`config.mk`:
```
export PLATFORM = sky130hd
export DESIGN_NAME = duty_cycle_gen
export DESIGN_NICKNAME = d
export VERILOG_FILES = /design/src/rtl/duty_cycle_pkg.sv /design/src/rtl/phase_down_cnt.sv /design/src/rtl/duty_cycle_gen.sv
export SDC_FILE = /design/constraint.sdc
export NUM_CORES = 1
export LEC_CHECK = 0
export CORE_MARGIN = 3
export CORE_UTILIZATION = 61
export DETAILED_ROUTE_END_ITERATION = 8
export MAX_ROUTING_LAYER = met4
export PLACE_DENSITY = 0.82
export SLEW_MARGIN = 0
export SYNTH_ARGS = -nofsm -noshare
export SYNTH_HDL_FRONTEND = slang
export SYNTH_SLANG_ARGS = --single-unit
```
`constraint.sdc`:
```
create_clock -name sys_clk -period 4.5 [get_ports sys_clk]
set_input_delay 0.9 -clock sys_clk [delete_from_list [all_inputs] [get_ports sys_clk]]
set_output_delay 0.9 -clock sys_clk [all_outputs]
set_load 0.01 [all_outputs]
```
`src/rtl/duty_cycle_pkg.sv`:
```
// rtl/duty_cycle_pkg.sv - shared count width and FSM encoding for the duty-cycle gen/meter family
package duty_cycle_pkg;

  localparam int CNT_W_DEF = 32;

  typedef enum logic [1:0] {
    ST_IDLE = 2'd0,
    ST_HIGH = 2'd1,
    ST_LOW  = 2'd2
  } state_e;

endpackage

```
`src/rtl/phase_down_cnt.sv`:
```
// rtl/phase_down_cnt.sv - phase length down-counter with load, decrement and zero flag
module phase_down_cnt
  import duty_cycle_pkg::*;
#(
  parameter int CNT_W = CNT_W_DEF
) (
  input  logic             clk_i,
  input  logic             rst_n_i,
  input  logic             load_i,
  input  logic [CNT_W-1:0] load_val_i,
  input  logic             dec_i,
  output logic [CNT_W-1:0] cnt_o,
  output logic             zero_o
);

  logic [CNT_W-1:0] cnt_q, cnt_d;

  always_comb begin
    cnt_d = cnt_q;
    if (load_i) begin
      cnt_d = load_val_i;
    end else if (dec_i && (cnt_q != '0)) begin
      cnt_d = cnt_q - CNT_W'(1);
    end
  end

  always_ff @(posedge clk_i or negedge rst_n_i) begin
    if (!rst_n_i) begin
      cnt_q <= '0;
    end else begin
      cnt_q <= cnt_d;
    end
  end

  assign cnt_o  = cnt_q;
  assign zero_o = (cnt_q == '0);

endmodule

```
`src/rtl/duty_cycle_gen.sv`:
```
// rtl/duty_cycle_gen.sv - programmable PWM source: high/low phase lengths applied only at period boundaries
module duty_cycle_gen
  import duty_cycle_pkg::*;
#(
  parameter int CNT_W = CNT_W_DEF
) (
  input  logic             sys_clk,
  input  logic             rst_n,
  input  logic             en,
  input  logic             cfg_valid,
  output logic             cfg_ready,
  input  logic [CNT_W-1:0] cfg_high_cnt,
  input  logic [CNT_W-1:0] cfg_low_cnt,
  output logic             sig_out,
  output logic             period_done,
  output logic             cfg_err,
  output logic             busy
);

  localparam logic [CNT_W-1:0] ONE = CNT_W'(1);

  state_e           state_q, state_d;
  logic [CNT_W-1:0] act_hi_q, act_hi_d, act_lo_q, act_lo_d;
  logic [CNT_W-1:0] pend_hi_q, pend_hi_d, pend_lo_q, pend_lo_d;
  logic             pend_vld_q, pend_vld_d;
  logic             sig_q, sig_d, pd_q, pd_d, err_q, err_d;

  logic             cnt_load, cnt_dec, cnt_zero;
  logic [CNT_W-1:0] cnt_load_val, cnt_val;
  logic [CNT_W-1:0] nxt_hi, nxt_lo;
  logic             start, period_end;

  phase_down_cnt #(.CNT_W(CNT_W)) u_cnt (
    .clk_i      (sys_clk),
    .rst_n_i    (rst_n),
    .load_i     (cnt_load),
    .load_val_i (cnt_load_val),
    .dec_i      (cnt_dec),
    .cnt_o      (cnt_val),
    .zero_o     (cnt_zero)
  );

  // Outputs are registered, so period_done is predicted one edge ahead from the next count.
  always_comb begin
    state_d      = state_q;
    act_hi_d     = act_hi_q;
    act_lo_d     = act_lo_q;
    pend_vld_d   = pend_vld_q;
    pend_hi_d    = pend_hi_q;
    pend_lo_d    = pend_lo_q;
    cnt_load     = 1'b0;
    cnt_load_val = '0;
    cnt_dec      = 1'b0;
    sig_d        = 1'b0;
    pd_d         = 1'b0;
    err_d        = 1'b0;
    start        = 1'b0;
    period_end   = 1'b0;
    nxt_hi       = pend_vld_q ? pend_hi_q : act_hi_q;
    nxt_lo       = pend_vld_q ? pend_lo_q : act_lo_q;

    if (cfg_valid && !pend_vld_q) begin
      if ((cfg_high_cnt == '0) && (cfg_low_cnt == '0)) begin
        err_d = 1'b1;
      end else begin
        pend_vld_d = 1'b1;
        pend_hi_d  = cfg_high_cnt;
        pend_lo_d  = cfg_low_cnt;
      end
    end

    case (state_q)
      ST_IDLE: start = en && (pend_vld_q || (act_hi_q != '0) || (act_lo_q != '0));
      ST_HIGH: begin
        if (!cnt_zero) begin
          cnt_dec = 1'b1;
          sig_d   = 1'b1;
          pd_d    = (act_lo_q == '0) && (cnt_val == ONE);
        end else if (act_lo_q != '0) begin
          state_d      = ST_LOW;
          cnt_load     = 1'b1;
          cnt_load_val = act_lo_q - ONE;
          pd_d         = (act_lo_q == ONE);
        end else begin
          period_end = 1'b1;
        end
      end
      ST_LOW: begin
        if (!cnt_zero) begin
          cnt_dec = 1'b1;
          pd_d    = (cnt_val == ONE);
        end else begin
          period_end = 1'b1;
        end
      end
      default: state_d = ST_IDLE;
    endcase

    if (period_end) begin
      if (en) begin
        start = 1'b1;
      end else begin
        state_d = ST_IDLE;
      end
    end

    if (start) begin
      act_hi_d   = nxt_hi;
      act_lo_d   = nxt_lo;
      pend_vld_d = 1'b0;
      cnt_load   = 1'b1;
      if (nxt_hi != '0) begin
        state_d      = ST_HIGH;
        cnt_load_val = nxt_hi - ONE;
        sig_d        = 1'b1;
        pd_d         = (nxt_lo == '0) && (nxt_hi == ONE);
      end else begin
        state_d      = ST_LOW;
        cnt_load_val = nxt_lo - ONE;
        pd_d         = (nxt_lo == ONE);
      end
    end
  end

  always_ff @(posedge sys_clk or negedge rst_n) begin
    if (!rst_n) begin
      state_q    <= ST_IDLE;
      act_hi_q   <= '0;
      act_lo_q   <= '0;
      pend_hi_q  <= '0;
      pend_lo_q  <= '0;
      pend_vld_q <= 1'b0;
      sig_q      <= 1'b0;
      pd_q       <= 1'b0;
      err_q      <= 1'b0;
    end else begin
      state_q    <= state_d;
      act_hi_q   <= act_hi_d;
      act_lo_q   <= act_lo_d;
      pend_hi_q  <= pend_hi_d;
      pend_lo_q  <= pend_lo_d;
      pend_vld_q <= pend_vld_d;
      sig_q      <= sig_d;
      pd_q       <= pd_d;
      err_q      <= err_d;
    end
  end

  assign cfg_ready   = !pend_vld_q;
  assign sig_out     = sig_q;
  assign period_done = pd_q;
  assign cfg_err     = err_q;
  assign busy        = (state_q != ST_IDLE);

endmodule

```
# Word level (Yosys, flattened, before mapping)
# Cells that the tools add are included.
# totals
in_bits	68
wordCells	91
output_inout_bits	5
ff_bits	166
# classes
bitwise_logic	1
eq_ne	7
muxes	43
add_sub_neg	4
reduce_logical	26
# op_table
op	count
$mux W32	9
$logic_not A32 Y1	5
$eq A32 B1 Y1 const B	4
$reduce_bool A32 Y1	4
$sub A32 B1 Y32 const B	4
$mux W1	25
$mux W2	6
$logic_and A1 B1 Y1	6
$reduce_bool A2 Y1	3
$pmux W1 S2	2
$pmux W2 S2	1
$reduce_and A2 Y1	2
$reduce_or A2 Y1	2
$eq A2 B1 Y1 const B	1
$eq A2 B2 Y1 const B	1
$logic_not A2 Y1	1
$logic_or A1 B1 Y1	2
$ne A2 B2 Y1 const B	1
$logic_not A1 Y1	1
$not A1 Y1	1

# Logic depth before layout (Yosys ltp)
# Gate-level depths: netlist of run 1.
# depth
ltp_word	9
ltp_mapped	15
ltp_nobuf	9

# Cells and area by module
# From an unflattened synthesis of run 1, not the netlist that was laid out.
# unflattened
cells_unflattened	1205
hier_area_um2	11414.7
# modules_own_cells
module	n_inst	cells_per_inst	area_per_inst_um2	seq_area_each_um2
duty_cycle_gen	1	962	9356.5	3353.2
phase_down_cnt	1	243	2058.2	800.8

# Worst setup path after synthesis of run 1
# No wires, ideal clock.
# synth_path
path_kind	reg2reg
startpoint	reg pend_vld_q
endpoint	reg u_cnt.cnt_q[26], in the netlist u_cnt.cnt_o[26]
required_ns	4.418
arrival_ns	3.637
synth_period_minus_slack_ns	3.719
path_slack_ns	0.781
path_stages_with_launch	16
path_buffers	7
setup_time_ns	0.082
cell_sequence	dfrtp_1 buf_2 buf_4 buf_2 buf_2 buf_2 buf_2 clkbuf_1 mux2i_1 ha_1 nand4_1 or2_2 nor4_1 xnor2_1 nand2_1 a31oi_1
# synth_between
elab_chain_cells	8
elab_cells_between_ends	16
classes_between	add/sub: 2; mux: 9; reduce/logical: 5
# synth_lines
item	line_no	source
start, declared	duty_cycle_gen.sv:25	logic pend_vld_q, pend_vld_d;
start signal, assigned	duty_cycle_gen.sv:142	pend_vld_q <= pend_vld_d;
branches (longest 8 deep; another with $sub A32 B1 Y32)	n/a	
end signal, assigned	phase_down_cnt.sv:31	cnt_q <= cnt_d;
end, declared	phase_down_cnt.sv:16	logic [CNT_W-1:0] cnt_q, cnt_d;
# Several ways; the timed one is not identified.
# A chain may end at the register's enable or synchronous reset.

# Final worst setup path of run 1
# layout_path
startpoint	in cfg_high_cnt[21]
endpoint	reg pend_lo_q[25]
# layout_between
elab_chain_cells	4
# layout_lines
item	line_no	source
start, declared	duty_cycle_gen.sv:12	input logic [CNT_W-1:0] cfg_high_cnt,
$logic_not A32 Y1	duty_cycle_gen.sv:63	if ((cfg_high_cnt == '0) && (cfg_low_cnt == '0)) begin
$logic_and A1 B1 Y1	duty_cycle_gen.sv:63	
$not A1 Y1 (no source line)	n/a	
$reduce_and A2 Y1 (no source line)	n/a	
end signal, assigned	duty_cycle_gen.sv:141	pend_lo_q <= pend_lo_d;
end, declared	duty_cycle_gen.sv:24	logic [CNT_W-1:0] pend_hi_q, pend_hi_d, pend_lo_q, pend_lo_d;
# No other way between the ends.

==> metrics, run 1 <==
CP max stage delay=1.24 ns; area added between synthesis and finish=13.6%; clock root buffer=clkbuf_16; most frequent cells in the layout=165 x dfrtp_1, 78 x nor2_1, 76 x mux2_2; IO Port Bufs=72; Yosys warning count=0; Synth Area in Adders=1.67%; Fin Setup TNS=0 ns; Pre-antenna DRT Iters=6; worst hold slack=0.521 ns; Switch Pwr=4160 µW; Setup Buffers After CTS=0; combinational power share=45.5%; Max Freq=251 MHz; # fillers=1267; leading cell type in the layout, fill and taps excluded=dfrtp_1; Top Ports=73; CP max-delay cell=nor4_1; Register Area=0.00416 mm²; die height=142 µm; Die Wd=142 µm; placed inst area=0.0122 mm²; Post-Synthesis Cells=1136; Tot GR Track Use=34.9%; # rows=48; cell area after layout=0.0128 mm²; final hold viol count=0; Syn Std Cell Area=0.0112 mm²; max-cap viol count=1; first-pass GRT wire length=53.1 mm; HP Class=reg2reg; initial antenna violation count=1; Net Count, Synth=1219; layout cell share with drive strength beyond 1=15.4%; WL/cell=23.7 µm; vias in the first global route=9276; fin nets=1268; Setup crit end kind=flop; DRC viols=0; synthesis-stage register bit count=166; RSZ-0062 raised after global routing=no; DR vias/cell=6.95; Final Cycle Share=88.6%; Net Sw Frac=46.2%; post-DP HPWL=24.9 mm; asr flop ratio synth=100%; die area=0.0201 mm²; Internal=4850 µW; clock latency on the worst-skew pair=0.45 ns; critical path class=in2reg; Lkg Pwr=0.00476 µW; failing checks=max-capacitance violations, max-slew violations; worst setup margin=0.513 ns; clock-pin slew on the worst setup and hold paths=0.07 ns; cts bufs inserted=17; CP max FO=64; mean area per synthesized cell=9.89 µm²; GPL Wtd Cong=1.01; Crit path arrival time=4.31 ns; final worst path period need=3.99 ns; Most common cell on crit path=nor4_1; largest family of logic cells by synthesized area=simple AND/OR/NAND/NOR gates; maximum root-to-sink buffer count=2; XOR/XNOR share of the synthesized area=8.42%; fin. max-slew vios=3; area occupied by multi-input gates=0.00668 mm²; critical-path cell list=clkdlybuf4s50_1 > nor4_1 > nand4_1 > nor4_1 > nor3b_2 > buf_4 > mux2_2; Power Density=706 mW/mm²; startpoint types=primary input; Pwr Total=9010 µW; Reg power frac=37.9%; CTS H-tree depth=4; outcome=finished, violations left; # clock sinks=166; dpl ws=0.187 ns; compound-cell area share of the yosys netlist=10.5%; 1st-iter DRT viols=1460; headroom to the max-slew limit=-1.04%; endpoints failing setup=0; grt total ovfl=0; CTS tree=yes; Post-synth EDFFs=0; Main synth FF type=dfrtp_1; core area=0.0177 mm²; Yosys cell types=80; Slew @ Worst Pin=1.50 ns; Vias=9902; CP Data Required Time=4.83 ns; Fin Clk Skew=0.0125 ns; largest net degree at the start of global routing=89; Starting Density=63.6%; post-CTS sizing=0; ANT nets after route=0; CTS hold repair buffers=0; sequential area share after synthesis=37.0%; DRT Wirelength=33.7 mm; post-synthesis mux area share=17.7%; Synth Area in Simple Gates=21.1%; maximum vdd drop=0.394 mV; clock power share=16.5%
==> cell type report <==
| type | count | area share, % |
|---|---|---|
| multi-input combinational | 883 | 52.4 |
| sequential | 166 | 32.6 |
| clock buffer | 18 | 3.44 |
| inverter | 18 | 0.529 |
| tap | 225 | 2.21 |
| timing repair buffer | 99 | 7.64 |
| antenna | 1 | 0.0196 |
| clock inverter | 14 | 1.24 |
==> logic make-up after synthesis <==
logic type | after synthesis
AO/OA/AOI/OAI | 166
XOR/XNOR | 108
adder cells (fa/ha/maj) | 15
buffers and inverters | 87
flip-flops | 166
multiplexers | 183
AND/OR/NAND/NOR | 411
==> routing by layer <==
metal  track usage, %  part of all wire [%]  up-vias
met2             48.3                    42      636
met4             14.8                   4.5        0
li1                 -                     -     4366
met3             7.38                    10      108
met5                -                     0        -
met1             49.9                    43     4792
==> worst max-delay path: cells and delay by family <==
kind	cells	cell delay [ns]
multiplexers	1	0.38
AND/OR/NAND/NOR	4	2.20
buffers and inverters	2	0.81
==> per-stage QoR <==
step,std cells,utilization [%]
CTS,1423,72.3
detailed placement,1391,68.9
global route,1424,72.3
global placement,1391,68.9
floorplan,1136,-
finish,1424,72.3
==> power groups by stage <==
stage	Clock, µW	Combinational [µW]	Sequential [µW]
floorplan	0	3170	2810
detailed placement	0	3970	3370
global placement	0	3900	3310
global route	1550	4380	3530
CTS	1490	4010	3350
finish	1490	4100	3420
==> Yosys cell counts (all sizes together), types with 10 or more instances <==
cell / count / share of area (%)
nor3b: 17 / 1.1
a21oi: 36 / 1.6
nor2: 80 / 2.8
or2: 13 / 0.72
mux2i: 57 / 5.1
or3: 27 / 1.5
mux2: 126 / 13
xor2: 45 / 3.5
nor3: 59 / 2.7
nand2: 43 / 1.4
nand3: 26 / 1.2
ha: 15 / 1.7
clkbuf: 31 / 1.0
nor4: 61 / 3.7
dfrtp: 166 / 37
o22ai: 10 / 0.56
o21ai: 19 / 0.85
o211ai: 12 / 0.80
or3b: 16 / 1.2
nand4: 15 / 0.84
or4: 21 / 1.4
a211oi: 20 / 1.4
a31oi: 10 / 0.56
xnor2: 63 / 4.9
inv: 17 / 0.57
buf: 38 / 2.0
==> path summary, 6_finish.rpt <==
check	from	endpoint	slack, ns	depth (start not counted)
max in group asynchronous	rst_n	act_lo_q[2]	3.13	2
worst min register to register	act_hi_q[31]	act_hi_q[31]	0.52	1
worst max register to register	pend_vld_q	period_done	0.70	7
worst max-delay path	cfg_high_cnt[21]	pend_lo_q[25]	0.51	7
worst min-delay path	act_hi_q[31]	act_hi_q[31]	0.52	1
min in group asynchronous	rst_n	u_cnt.cnt_o[9]	0.53	1
==> sequential cells by signal, indices dropped and copies added, names as in the netlist <==
register	count
state_q	2
sig_out	1
cfg_err	1
pend_lo_q	32
pend_hi_q	32
act_lo_q	32
act_hi_q	32
pend_vld_q	1
u_cnt.cnt_o	32
period_done	1
No activity file was read; power rests on OpenSTA's default activity.
==> inputs of run 2 (changes only) <==
CORE_UTILIZATION = 55   (was 61)
clock period = 3.3 ns   (was 4.5 ns; I/O delays follow)
==> run 2 against run 1 <==
Against the previous run:
- the run now ends clean
- clock power grew 34%
- combinational power grew 63%
- final cell count grew 9.8%
- first-iteration DRC count shrank 8.2%
- clock skew shrank 0.0027 ns
- global-route usage shrank 1.2 points
- register-to-register slack lost 0.63 ns
- non-clock buffer count grew 99
- count of clock-buffer cells in the layout grew 1
- largest power group unchanged
==> metrics, run 2 (synthesized netlist as in run 1, its figures left out) <==
HP Class=in2async; endpoints failing setup=0; clock-pin slew on the worst setup and hold paths=0.07 ns; maximum vdd drop=0.584 mV; ANT nets after route=0; core area=0.0198 mm²; Vias=10300; Lkg Pwr=0.00529 µW; Crit path arrival time=3.56 ns; CP max stage delay=0.60 ns; final worst path period need=3.23 ns; Pre-antenna DRT Iters=8; Internal=7150 µW; Top Ports=73; Placed Instances=1520; CTS H-tree depth=4; IO Port Bufs=72; DRC viols=0; post-DP HPWL=27.7 mm; GPL Wtd Cong=1.11; Fin Clk Skew=0.00979 ns; Setup crit end kind=flop; cts bufs inserted=17; DRT Wirelength=36.6 mm; Final Cycle Share=98.0%; fin nets=1367; WL/cell=23.4 µm; combinational power share=51.0%; area added between synthesis and finish=21.8%; initial antenna violation count=1; die height=149 µm; vias in the first global route=9687; Starting Density=56.8%; non-filler instance count after layout=1563; CTS tree=yes; largest net degree at the start of global routing=72; # clock sinks=166; dpl ws=0.0262 ns; critical path class=reg2reg; clock power share=15.3%; # rows=51; fin. max-slew vios=0; Tot GR Track Use=33.8%; worst setup margin=0.0652 ns; layout cell share with drive strength beyond 1=22.6%; grt total ovfl=0; headroom to the max-slew limit=51.5%; startpoint types=flop; die area=0.0222 mm²; clock root buffer=clkbuf_16; max-cap viol count=0; DR vias/cell=6.60; leading cell type in the layout, fill and taps excluded=dfrtp_1; CP max FO=6; CP max-delay cell=or4_1; most frequent cells in the layout=165 x dfrtp_1, 114 x buf_4, 78 x nor2_1; Power Density=958 mW/mm²; Switch Pwr=5950 µW; # fillers=1517; 1st-iter DRT viols=1340; CP Data Required Time=3.62 ns; Die Wd=149 µm; Slew @ Worst Pin=0.721 ns; maximum root-to-sink buffer count=2; outcome=completed; final hold viol count=0; critical-path cell list=or4_4 > or4_1 > buf_4 > nor4_2 > and3b_1 > nor3_2 > and2_0 > a221o_1; Reg power frac=33.8%; Max Freq=309 MHz; CTS hold repair buffers=0; Net Sw Frac=45.4%; first-pass GRT wire length=56.0 mm; clock latency on the worst-skew pair=0.45 ns
run 2: cell count changes in the layout (fill, tap and decap cells not counted), moves of 2 or more:
cell,before,now
mux2i_1,57,55
inv_6,0,8
nor4_1,57,55
buf_12,4,9
clkinv_4,4,1
buf_6,1,3
inv_8,6,4
clkinv_8,3,0
buf_4,23,114
run 2: power groups by stage:
stage | clock network, µW | registers (µW) | logic, µW
after floorplan | 0 | 3840 | 4370
after global placement | 0 | 4350 | 6190
after global routing | 2070 | 4560 | 7090
after CTS | 2000 | 4360 | 6410
after detailed placement | 0 | 4400 | 6310
final | 2000 | 4420 | 6680
run 2: layout make-up:
class / instances / area [µm²] / share of cell area [%]
multi-input combinational: 883 / 6750 / 49.3
clock inverter: 13 / 124 / 0.905
clock buffer: 19 / 443 / 3.24
tap: 265 / 332 / 2.42
sequential: 166 / 4160 / 30.4
antenna: 1 / 2.50 / 0.0183
inverter: 18 / 67.6 / 0.494
timing repair buffer: 198 / 1810 / 13.2
run 2: layer usage:
layer,GRT usage (%),vias to the layer above,wire [µm]
li1,-,4576,-
met3,5.04,102,3420
met5,-,-,0
met4,13.3,0,1520
met1,48.0,5010,15700
met2,49.0,620,16000
run 2: through the flow:
| stage | cell area (µm²) | util, % | hold slack, ns | total power [µW] | TNS, ns |
|---|---|---|---|---|---|
| finish | 13700 | 69.2 | 0.260 | 13100 | 0 |
| global route | 13700 | 69.2 | 0.319 | 13700 | -0.0245 |
| CTS | 13500 | 68.4 | 0.283 | 12800 | 0 |
| detailed placement | 13000 | 65.5 | 0.522 | 10700 | 0 |
| global placement | 13000 | 65.5 | 0.504 | 10500 | 0 |
| floorplan | 11300 | - | 0.364 | 8210 | 0 |
run 2: critical path, delay by kind of cell (launching register included):
| family | cells | cell delay [ns] |
|---|---|---|
| buffers and inverters | 1 | 0.20 |
| AND/OR/NAND/NOR | 6 | 2.08 |
| flip-flops | 1 | 0.42 |
| AO/OA/AOI/OAI | 1 | 0.40 |
run 2: what timing repair did:
item	in CTS	in global routing
setup endpoints to repair	2	92
cloned	0	1
resized for setup	0	11
hold endpoints to repair	0	0
pin swaps	0	8
buffers inserted	1	8
run 2: final timing paths:
path / start / end / slack (ns) / cells after the start
setup / recovery: u_cnt.cnt_o[21] / u_cnt.cnt_o[7] / 0.07 / 8
hold / removal: rst_n / state_q[0] / 0.26 / 1
setup reg to reg: u_cnt.cnt_o[21] / u_cnt.cnt_o[7] / 0.07 / 8
hold reg to reg: pend_hi_q[30] / pend_hi_q[30] / 0.53 / 1
max in group asynchronous: rst_n / u_cnt.cnt_o[7] / 2.24 / 2
min in group sys_clk: pend_hi_q[30] / pend_hi_q[30] / 0.53 / 1
